[src/rtl/mem_port_arbiter_pkg.sv]
// Shared definitions for the unified-memory port arbiter.
// Holds the owner encoding used in response tags, the tag layout that
// travels alongside each read through the memory latency, and the default
// latency / starvation-limit values used by the arbiter and its sub-module.
package mem_port_arbiter_pkg;

  // Which requester a read response belongs to.
  localparam logic OWN_I = 1'b0;
  localparam logic OWN_D = 1'b1;

  // One entry of the response tag pipeline.
  typedef struct packed {
    logic valid;
    logic owner;
  } resp_tag_t;

  localparam int TAG_W = $bits(resp_tag_t);

  // Defaults: one-cycle synchronous memory, four back-to-back D grants
  // before a waiting fetch is forced through.
  localparam int DEF_MEM_LAT    = 1;
  localparam int DEF_STARVE_MAX = 4;

  // Build a tag from its fields.
  function automatic resp_tag_t make_tag(input logic valid, input logic owner);
    resp_tag_t t;
    t.valid = valid;
    t.owner = owner;
    return t;
  endfunction

endpackage

[src/rtl/mem_port_arbiter_resp_tag_pipe.sv]
// resp_tag_pipe: DEPTH-deep shift register of response tags.
// A tag is pushed every cycle (invalid when no read was granted) and
// appears at the tail exactly DEPTH cycles later, lining up with the
// memory's read data.
// Ports:
//   clk, rst            clock, synchronous active-high clear
//   push_valid/owner    tag entering the pipe this cycle
//   tail_valid/owner    tag leaving the pipe this cycle
module resp_tag_pipe
  import mem_port_arbiter_pkg::*;
#(
  parameter int DEPTH = DEF_MEM_LAT
) (
  input  logic clk,
  input  logic rst,
  input  logic push_valid,
  input  logic push_owner,
  output logic tail_valid,
  output logic tail_owner
);

  resp_tag_t stage_q [DEPTH];
  resp_tag_t stage_d [DEPTH];

  always_comb begin
    stage_d[0] = make_tag(push_valid, push_owner);
    for (int i = 1; i < DEPTH; i++) begin
      stage_d[i] = stage_q[i-1];
    end
  end

  // Reset discards every in-flight tag so no stale rvalid can follow.
  always_ff @(posedge clk) begin
    if (rst) begin
      for (int i = 0; i < DEPTH; i++) begin
        stage_q[i] <= '0;
      end
    end else begin
      for (int i = 0; i < DEPTH; i++) begin
        stage_q[i] <= stage_d[i];
      end
    end
  end

  assign tail_valid = stage_q[DEPTH-1].valid;
  assign tail_owner = stage_q[DEPTH-1].owner;

endmodule

[src/rtl/mem_port_arbiter.sv]
// mem_port_arbiter: shares one single-port memory between instruction
// fetch (I) and load/store (D). One grant per cycle, D has priority
// except when a waiting fetch has been passed over STARVE_MAX times in a
// row. Read responses are routed back to their owner via a tag pipeline
// matched to the memory latency.
// Ports:
//   clk, rst                        clock, synchronous active-high reset
//   i_req/i_addr -> i_gnt           fetch request / acceptance
//   i_rvalid/i_rdata                fetch response
//   d_req/d_we/d_be/d_addr/d_wdata  load/store request, d_gnt acceptance
//   d_rvalid/d_rdata                load response
//   mem_en/we/be/addr/wdata         memory port command
//   mem_rdata                       memory read data, MEM_LAT after strobe
module mem_port_arbiter
  import mem_port_arbiter_pkg::*;
#(
  parameter int AW         = 16,
  parameter int MEM_LAT    = DEF_MEM_LAT,
  parameter int STARVE_MAX = DEF_STARVE_MAX
) (
  input  logic          clk,
  input  logic          rst,
  input  logic          i_req,
  input  logic [AW-1:0] i_addr,
  output logic          i_gnt,
  output logic          i_rvalid,
  output logic [31:0]   i_rdata,
  input  logic          d_req,
  input  logic          d_we,
  input  logic [3:0]    d_be,
  input  logic [AW-1:0] d_addr,
  input  logic [31:0]   d_wdata,
  output logic          d_gnt,
  output logic          d_rvalid,
  output logic [31:0]   d_rdata,
  output logic          mem_en,
  output logic          mem_we,
  output logic [3:0]    mem_be,
  output logic [AW-1:0] mem_addr,
  output logic [31:0]   mem_wdata,
  input  logic [31:0]   mem_rdata
);

  localparam int CNT_W = $clog2(STARVE_MAX + 1);
  localparam logic [CNT_W-1:0] STARVE_LIMIT = CNT_W'(STARVE_MAX);

  logic [CNT_W-1:0] starve_cnt_q, starve_cnt_d;
  logic             push_valid, push_owner;
  logic             tail_valid, tail_owner;

  // Grant selection. Everything is forced low while rst is high so the
  // port is quiet during reset even though grants are combinational.
  always_comb begin
    i_gnt = 1'b0;
    d_gnt = 1'b0;
    if (!rst) begin
      if (i_req && d_req) begin
        if (starve_cnt_q == STARVE_LIMIT) i_gnt = 1'b1;
        else                              d_gnt = 1'b1;
      end else begin
        i_gnt = i_req;
        d_gnt = d_req;
      end
    end
  end

  // Memory command mux; idle fields stay at zero.
  always_comb begin
    mem_en    = i_gnt | d_gnt;
    mem_we    = d_gnt & d_we;
    mem_be    = 4'h0;
    mem_addr  = '0;
    mem_wdata = 32'h0;
    if (d_gnt) begin
      mem_be    = d_be;
      mem_addr  = d_addr;
      mem_wdata = d_wdata;
    end else if (i_gnt) begin
      mem_be   = 4'hF;
      mem_addr = i_addr;
    end
  end

  // Starvation counter: counts D grants that bypass a waiting fetch.
  always_comb begin
    starve_cnt_d = starve_cnt_q;
    if (!i_req || i_gnt) begin
      starve_cnt_d = '0;
    end else if (d_gnt && starve_cnt_q != STARVE_LIMIT) begin
      starve_cnt_d = starve_cnt_q + 1'b1;
    end
  end

  always_ff @(posedge clk) begin
    if (rst) starve_cnt_q <= '0;
    else     starve_cnt_q <= starve_cnt_d;
  end

  // Stores push an invalid tag so they never produce an rvalid.
  assign push_valid = i_gnt | (d_gnt & ~d_we);
  assign push_owner = d_gnt ? OWN_D : OWN_I;

  resp_tag_pipe #(
    .DEPTH(MEM_LAT)
  ) u_tag_pipe (
    .clk       (clk),
    .rst       (rst),
    .push_valid(push_valid),
    .push_owner(push_owner),
    .tail_valid(tail_valid),
    .tail_owner(tail_owner)
  );

  // The tail tag is still populated during the first reset cycle, so the
  // return path is also gated by rst.
  assign i_rvalid = ~rst & tail_valid & (tail_owner == OWN_I);
  assign d_rvalid = ~rst & tail_valid & (tail_owner == OWN_D);
  assign i_rdata  = rst ? 32'h0 : mem_rdata;
  assign d_rdata  = rst ? 32'h0 : mem_rdata;

endmodule

[config.mk]
export PLATFORM = sky130hd
export DESIGN_NAME = mem_port_arbiter
export DESIGN_NICKNAME = d
export VERILOG_FILES = /design/src/rtl/mem_port_arbiter_pkg.sv /design/src/rtl/mem_port_arbiter_resp_tag_pipe.sv /design/src/rtl/mem_port_arbiter.sv
export SDC_FILE = /design/constraint.sdc
export NUM_CORES = 1
export LEC_CHECK = 0
export ABC_AREA = 1
export CORE_AREA = 4 4 86 88
export DETAILED_ROUTE_END_ITERATION = 7
export DIE_AREA = 0 0 90 92
export PLACE_DENSITY = 0.81
export SLEW_MARGIN = 20
export SYNTH_ARGS = -nofsm -noshare
export SYNTH_HDL_FRONTEND = slang
export SYNTH_SLANG_ARGS = --single-unit
[constraint.sdc]
create_clock -name clk -period 3.45 [get_ports clk]
set_input_delay 0.69 -clock clk [delete_from_list [all_inputs] [get_ports clk]]
set_output_delay 0.69 -clock clk [all_outputs]
set_load 0.05 [all_outputs]
## Word level (Yosys, flattened, before mapping)

Memory sizes are Yosys's and may differ from the RTL's.
Index checks and enable logic that the tools add are counted.

| storage, ports and cells | value |
|---|---|
| memory bits (writable) | 2 |
| register bits | 3 |
| output and inout port bits | 122 |
| memories | 1 |
| input port bits | 105 |
| logic and storage cells | 39 |

Memory list:

| name | words | width | read ports | clocked after Yosys merged registers in | write ports | RTL line | RTL |
|---|---|---|---|---|---|---|---|
| u_tag_pipe.stage_q | 1 | 2 | 1 | 0 | 1 | mem_port_arbiter_resp_tag_pipe.sv:22 | `resp_tag_t stage_q [DEPTH];` |

| operators by class | value |
|---|---|
| reductions and logical operators | 6 |
| equality and inequality tests | 2 |
| add/subtract/negate cells | 1 |
| bitwise gates (word level) | 10 |
| muxes and demuxes | 18 |

Operator list:

| cell | number |
|---|---|
| two-way mux 32 bit | 2 |
| two-way mux 16 bit | 2 |
| two-way mux 1 bit | 11 |
| two-way mux 4 bit | 2 |
| AND 1 bit | 5 |
| OR reduction 2 bit | 2 |
| adder 3 x 1 -> 3 bit (second input constant) | 1 |
| equality test 3 bit (second input constant) | 1 |
| != test 3 bit (second input constant) | 1 |
| NOT 1 bit | 3 |
| logical AND 1 bit | 2 |
| two-way mux 2 bit | 1 |
| bitwise OR 1 bit | 2 |
| logical NOT 1 bit | 1 |
| logical OR 1 bit | 1 |

## Longest topological paths before layout

| depth | value |
|---|---|
| word-level depth | 7 |
| mapped depth | 7 |
| mapped depth without buffers | 6 |

## Modules after synthesis

A second synthesis with hierarchy kept.

| unflattened totals | value |
|---|---|
| cell total of the unflattened synthesis | 267 |
| area total of the unflattened synthesis | 1373.8 µm² |

By module, submodules not included:

| module | times used | cells each | area each (µm²) | seq. area each (µm²) |
|---|---|---|---|---|
| mem_port_arbiter | 1 | 261 | 1318.8 | 60.1 |
| resp_tag_pipe | 1 | 6 | 55.1 | 40.0 |

## Least setup slack after synthesis

No wires, ideal clock.

| path | value |
|---|---|
| path type | in2out |
| start | in rst |
| end | out i_rdata[10] |
| path buffers | 3 |
| setup slack | 0.736 ns |
| data required time | 2.760 ns |
| arrival | 2.024 ns |
| stages on the path | 4 |
| cell sequence | buf_6 > buf_2 > nor2_1 > buf_4 |

| on the way | value |
|---|---|
| word-level cells in the longest chain between the ends | 1 |

Ends and longest elaborated chain:

| item | RTL line | RTL |
|---|---|---|
| start: declaration | mem_port_arbiter.sv:22 | `input logic rst,` |
| two-way mux 32 bit | n/a |  |
| end: declaration | mem_port_arbiter.sv:27 | `output logic [31:0] i_rdata,` |

Every way passes these cells.

## Final worst setup path

| path | value |
|---|---|
| start | in rst |
| end | out mem_en |

| on the way | value |
|---|---|
| word-level cells in the longest chain between the ends | 2 |
| elaborated cells on any way between the ends | 3 |
| classes of those cells | mux: 2; bitwise: 1 |

Ends and longest elaborated chain:

| item | RTL line | RTL |
|---|---|---|
| two-way mux 1 bit | mem_port_arbiter.sv:56 | `if (!rst) begin` |
| bitwise OR 1 bit * | mem_port_arbiter.sv:69 | `mem_en = i_gnt \| d_gnt;` |
| end: declaration | mem_port_arbiter.sv:36 | `output logic mem_en,` |

Mark *: on every way between the ends. The rest lies on a longest branch, timed or not.

==> impl_metrics.env <==
export IMPL_mappedNetlistNets=371
export IMPL_synthDominantCellAreaShare=0.189
export IMPL_htree_num_levels=1
export IMPL_netSwitchingFraction=0.452
export IMPL_route_met3_wl_um=772
export IMPL_element_type_at_the_critical_path_end="output port"
export IMPL_layout_area_overhead_vs_synth_pct=234
export IMPL_port_buffers=226
export IMPL_synthesis_instances=264
export IMPL_clkSinkCount=5
export IMPL_share_of_final_layout_standard_cells_stronger_than_drive_strength_1=0.362
export IMPL_fin_worst_skew_ns=0.000928
export IMPL_max_slew_margin=0.697
export IMPL_comb_power_share=0.829
export IMPL_synth_warning_count=0
export IMPL_ctsRootBufferMaster="clkbuf_8"
export IMPL_hpwl_mm=6.98
export IMPL_setup_viol=0
export IMPL_setup_tns_ns=0
export IMPL_die_x_um=90
export IMPL_final_slew_violations=0
export IMPL_netlist_top_cell_by_area="inv_1"
export IMPL_clk_pin_slew_ns=0.03
export IMPL_postPlaceCellArea_um2=4730
export IMPL_yosys_cell_count_top_type="inv_1"
export IMPL_die_height_um=92
export IMPL_die_area_um2=8280
export IMPL_fmaxAchievable_mhz=337
export IMPL_totalWireLength_mm=7.69
export IMPL_cts_repair_timing_setup_buffer_count=0
export IMPL_status="complete, no violations"
export IMPL_powerDensity_nw_per_um2=204
export IMPL_launching_instance_or_port_of_the_critical_path="rst"
export IMPL_number_of_synthesized_flops_with_an_enable_pin=0
export IMPL_placed_cells=532
export IMPL_final_net_count=564
export IMPL_critPathLaunchType="input port"
export IMPL_final_antenna_net_count=0
export IMPL_grt_start_max_net_pins=25
export IMPL_num_antenna_cells=0
export IMPL_dr_max_layer_used="met4"
export IMPL_final_min_period_over_clock_period=0.861
export IMPL_design_core_area_um2=6640
export IMPL_worst_hold_startpoint="starve_cnt_q[0]"
export IMPL_syn_mean_instance_area_um2=5.41
export IMPL_tritoncts="built"
export IMPL_tightest_slew_ns=0.452
export IMPL_num_vias=2224
export IMPL_required_time_at_the_endpoint_of_the_critical_path_ns=2.76
export IMPL_final_hold_worst_slack_ns=0.464
export IMPL_floorplan_rows=30
export IMPL_grt_first_pass_wirelength_mm=11.8
export IMPL_maxCapViolCount=0
export IMPL_io_pins=227
export IMPL_timing_hold_violations_final=0
export IMPL_via_count_of_the_first_global_routing_pass=2378
export IMPL_numCtsBuffers=3
export IMPL_drt_pass1_iterations=6
export IMPL_post_cts_resized_instances=0
export IMPL_worst_skew_pair_late_latency_ns=0.22
export IMPL_initial_core_util=0.215
export IMPL_synth_area_leaders="inv_1 19%, buf_4 18%, nand3_1 14%"
export IMPL_worst_path_max_fanout=18
export IMPL_number_of_antenna_violations_at_the_first_check_in_global_routing=0
export IMPL_overflow_left_after_global_routing=0
export IMPL_criticalPathCategory="input port to output port"
export IMPL_timing_hold_worst_class="flop to flop"
export IMPL_clock_power_share=0.108
export IMPL_synth_top_flop_cell="dfxtp_1"
export IMPL_final_cell_area_um2=4770
export IMPL_grt_setup_unrepaired="false"
export IMPL_seq_area_frac_synth=0.0701
export IMPL_ys_types=17
export IMPL_post_synth_most_frequent_cells="72 x inv_1, 41 x nor2_1, 39 x nand3_1, 35 x buf_4, 27 x nor2_2"
export IMPL_min_period_ns=2.97
export IMPL_power_switching_w=0.000439
export IMPL_cp_data_arrival_time_ns=2.28
export IMPL_post_drt_via_cell_ratio=4.15
export IMPL_route_detailed_wl_per_inst_um=14.3
export IMPL_drtIter0Drc=43
export IMPL_drt_drc_violations_left=0
export IMPL_gp_routability_congestion=0.795
export IMPL_async_reset_ff_frac=0
export IMPL_ir_worst_vdd_uv=90.1
export IMPL_cts_max_path_buffers=2
export IMPL_wirelength_met1_mm=2.56
export IMPL_cellLeakagePower_nw=2.30
export IMPL_reg2reg_from="starve_cnt_q[0]"
export IMPL_route_met2_wl_mm=4.26
export IMPL_sequentialPowerShare=0.063
export IMPL_cell_internal_pwr_w=0.000534
export IMPL_globalRouteTotalUtil=0.178
export IMPL_layoutNonFillerInstCount=536
export IMPL_synth_seq_cells=5
export IMPL_netlist_area_um2=1430
export IMPL_hold_buffers=0
-- state kept, by name (all words and copies together) (netlist names) --
name	count
u_tag_pipe.stage_q	2
starve_cnt_q	3
-- layout by cell type, fill, tap and decap left out, types with 2 or more instances in the layout --
cell type / Yosys / layout
ha_1: 2 / 2
inv_1: 72 / 72
dfxtp_1: 5 / 5
nor2_8: 2 / 2
clkbuf_8: 0 / 3
buf_12: 0 / 122
inv_2: 2 / 2
nand3_1: 39 / 39
nor2_2: 27 / 27
nand2_1: 24 / 24
nor2_1: 41 / 41
clkdlybuf4s50_1: 0 / 104
buf_4: 35 / 7
-- per-layer routing --
metal	up-vias	track usage
met4	0	0.0395
met2	144	0.356
met3	8	0.0599
li1	1101	-
met1	971	0.174
met5	-	0
-- path summary, 6_finish.rpt --
| check | end | slack, ns | cells after the start |
|---|---|---|---|
| worst min register to register | starve_cnt_q[0] | 0.46 | 1 |
| worst min-delay path | starve_cnt_q[0] | 0.46 | 1 |
| worst max register to register | u_tag_pipe.stage_q[0][1] | 1.92 | 6 |
| worst max-delay path | mem_en | 0.48 | 6 |
-- through the flow --
| stage | power, W | worst slack (ns) | utilization |
|---|---|---|---|
| after floorplan | 0.000438 | 0.736 | - |
| after global placement | 0.000862 | 0.466 | 0.711 |
| after detailed placement | 0.000874 | 0.464 | 0.711 |
| after CTS | 0.000982 | 0.454 | 0.718 |
| after global routing | 0.00101 | 0.367 | 0.718 |
| final | 0.000973 | 0.479 | 0.718 |
-- kinds of logic after synthesis --
logic type,share of synthesized area
xor gates and xnor gates,0.00614
and+or+nand+nor,0.475
DFF,0.0701
adders and majority gates,0.0175
buffers and inverters,0.431
-- power groups by stage --
stage                     Sequential, W  Clock (W)  Combinational [W]
final                         0.0000612   0.000105           0.000807
after global routing          0.0000614   0.000116           0.000836
after CTS                     0.0000611   0.000108           0.000813
after detailed placement      0.0000620          0           0.000812
after global placement        0.0000619          0           0.000800
after floorplan               0.0000618          0           0.000376
-- layout make-up --
class | count | area (um2)
clock buffers | 4 | 45.0
fillers | 438 | 1870
inverters | 74 | 278
multi-input cells | 140 | 712
flip-flops and latches | 5 | 100
well taps | 80 | 100
repair buffers | 233 | 3540
-- critical path: stages --
cell and delay (ns):
clkdlybuf4s50_1 0.73, nor2_8 0.07, nand2_4 0.22, buf_4 0.26, nand2_1 0.12, buf_12 0.18
No activity file was read; power rests on OpenSTA's default activity.
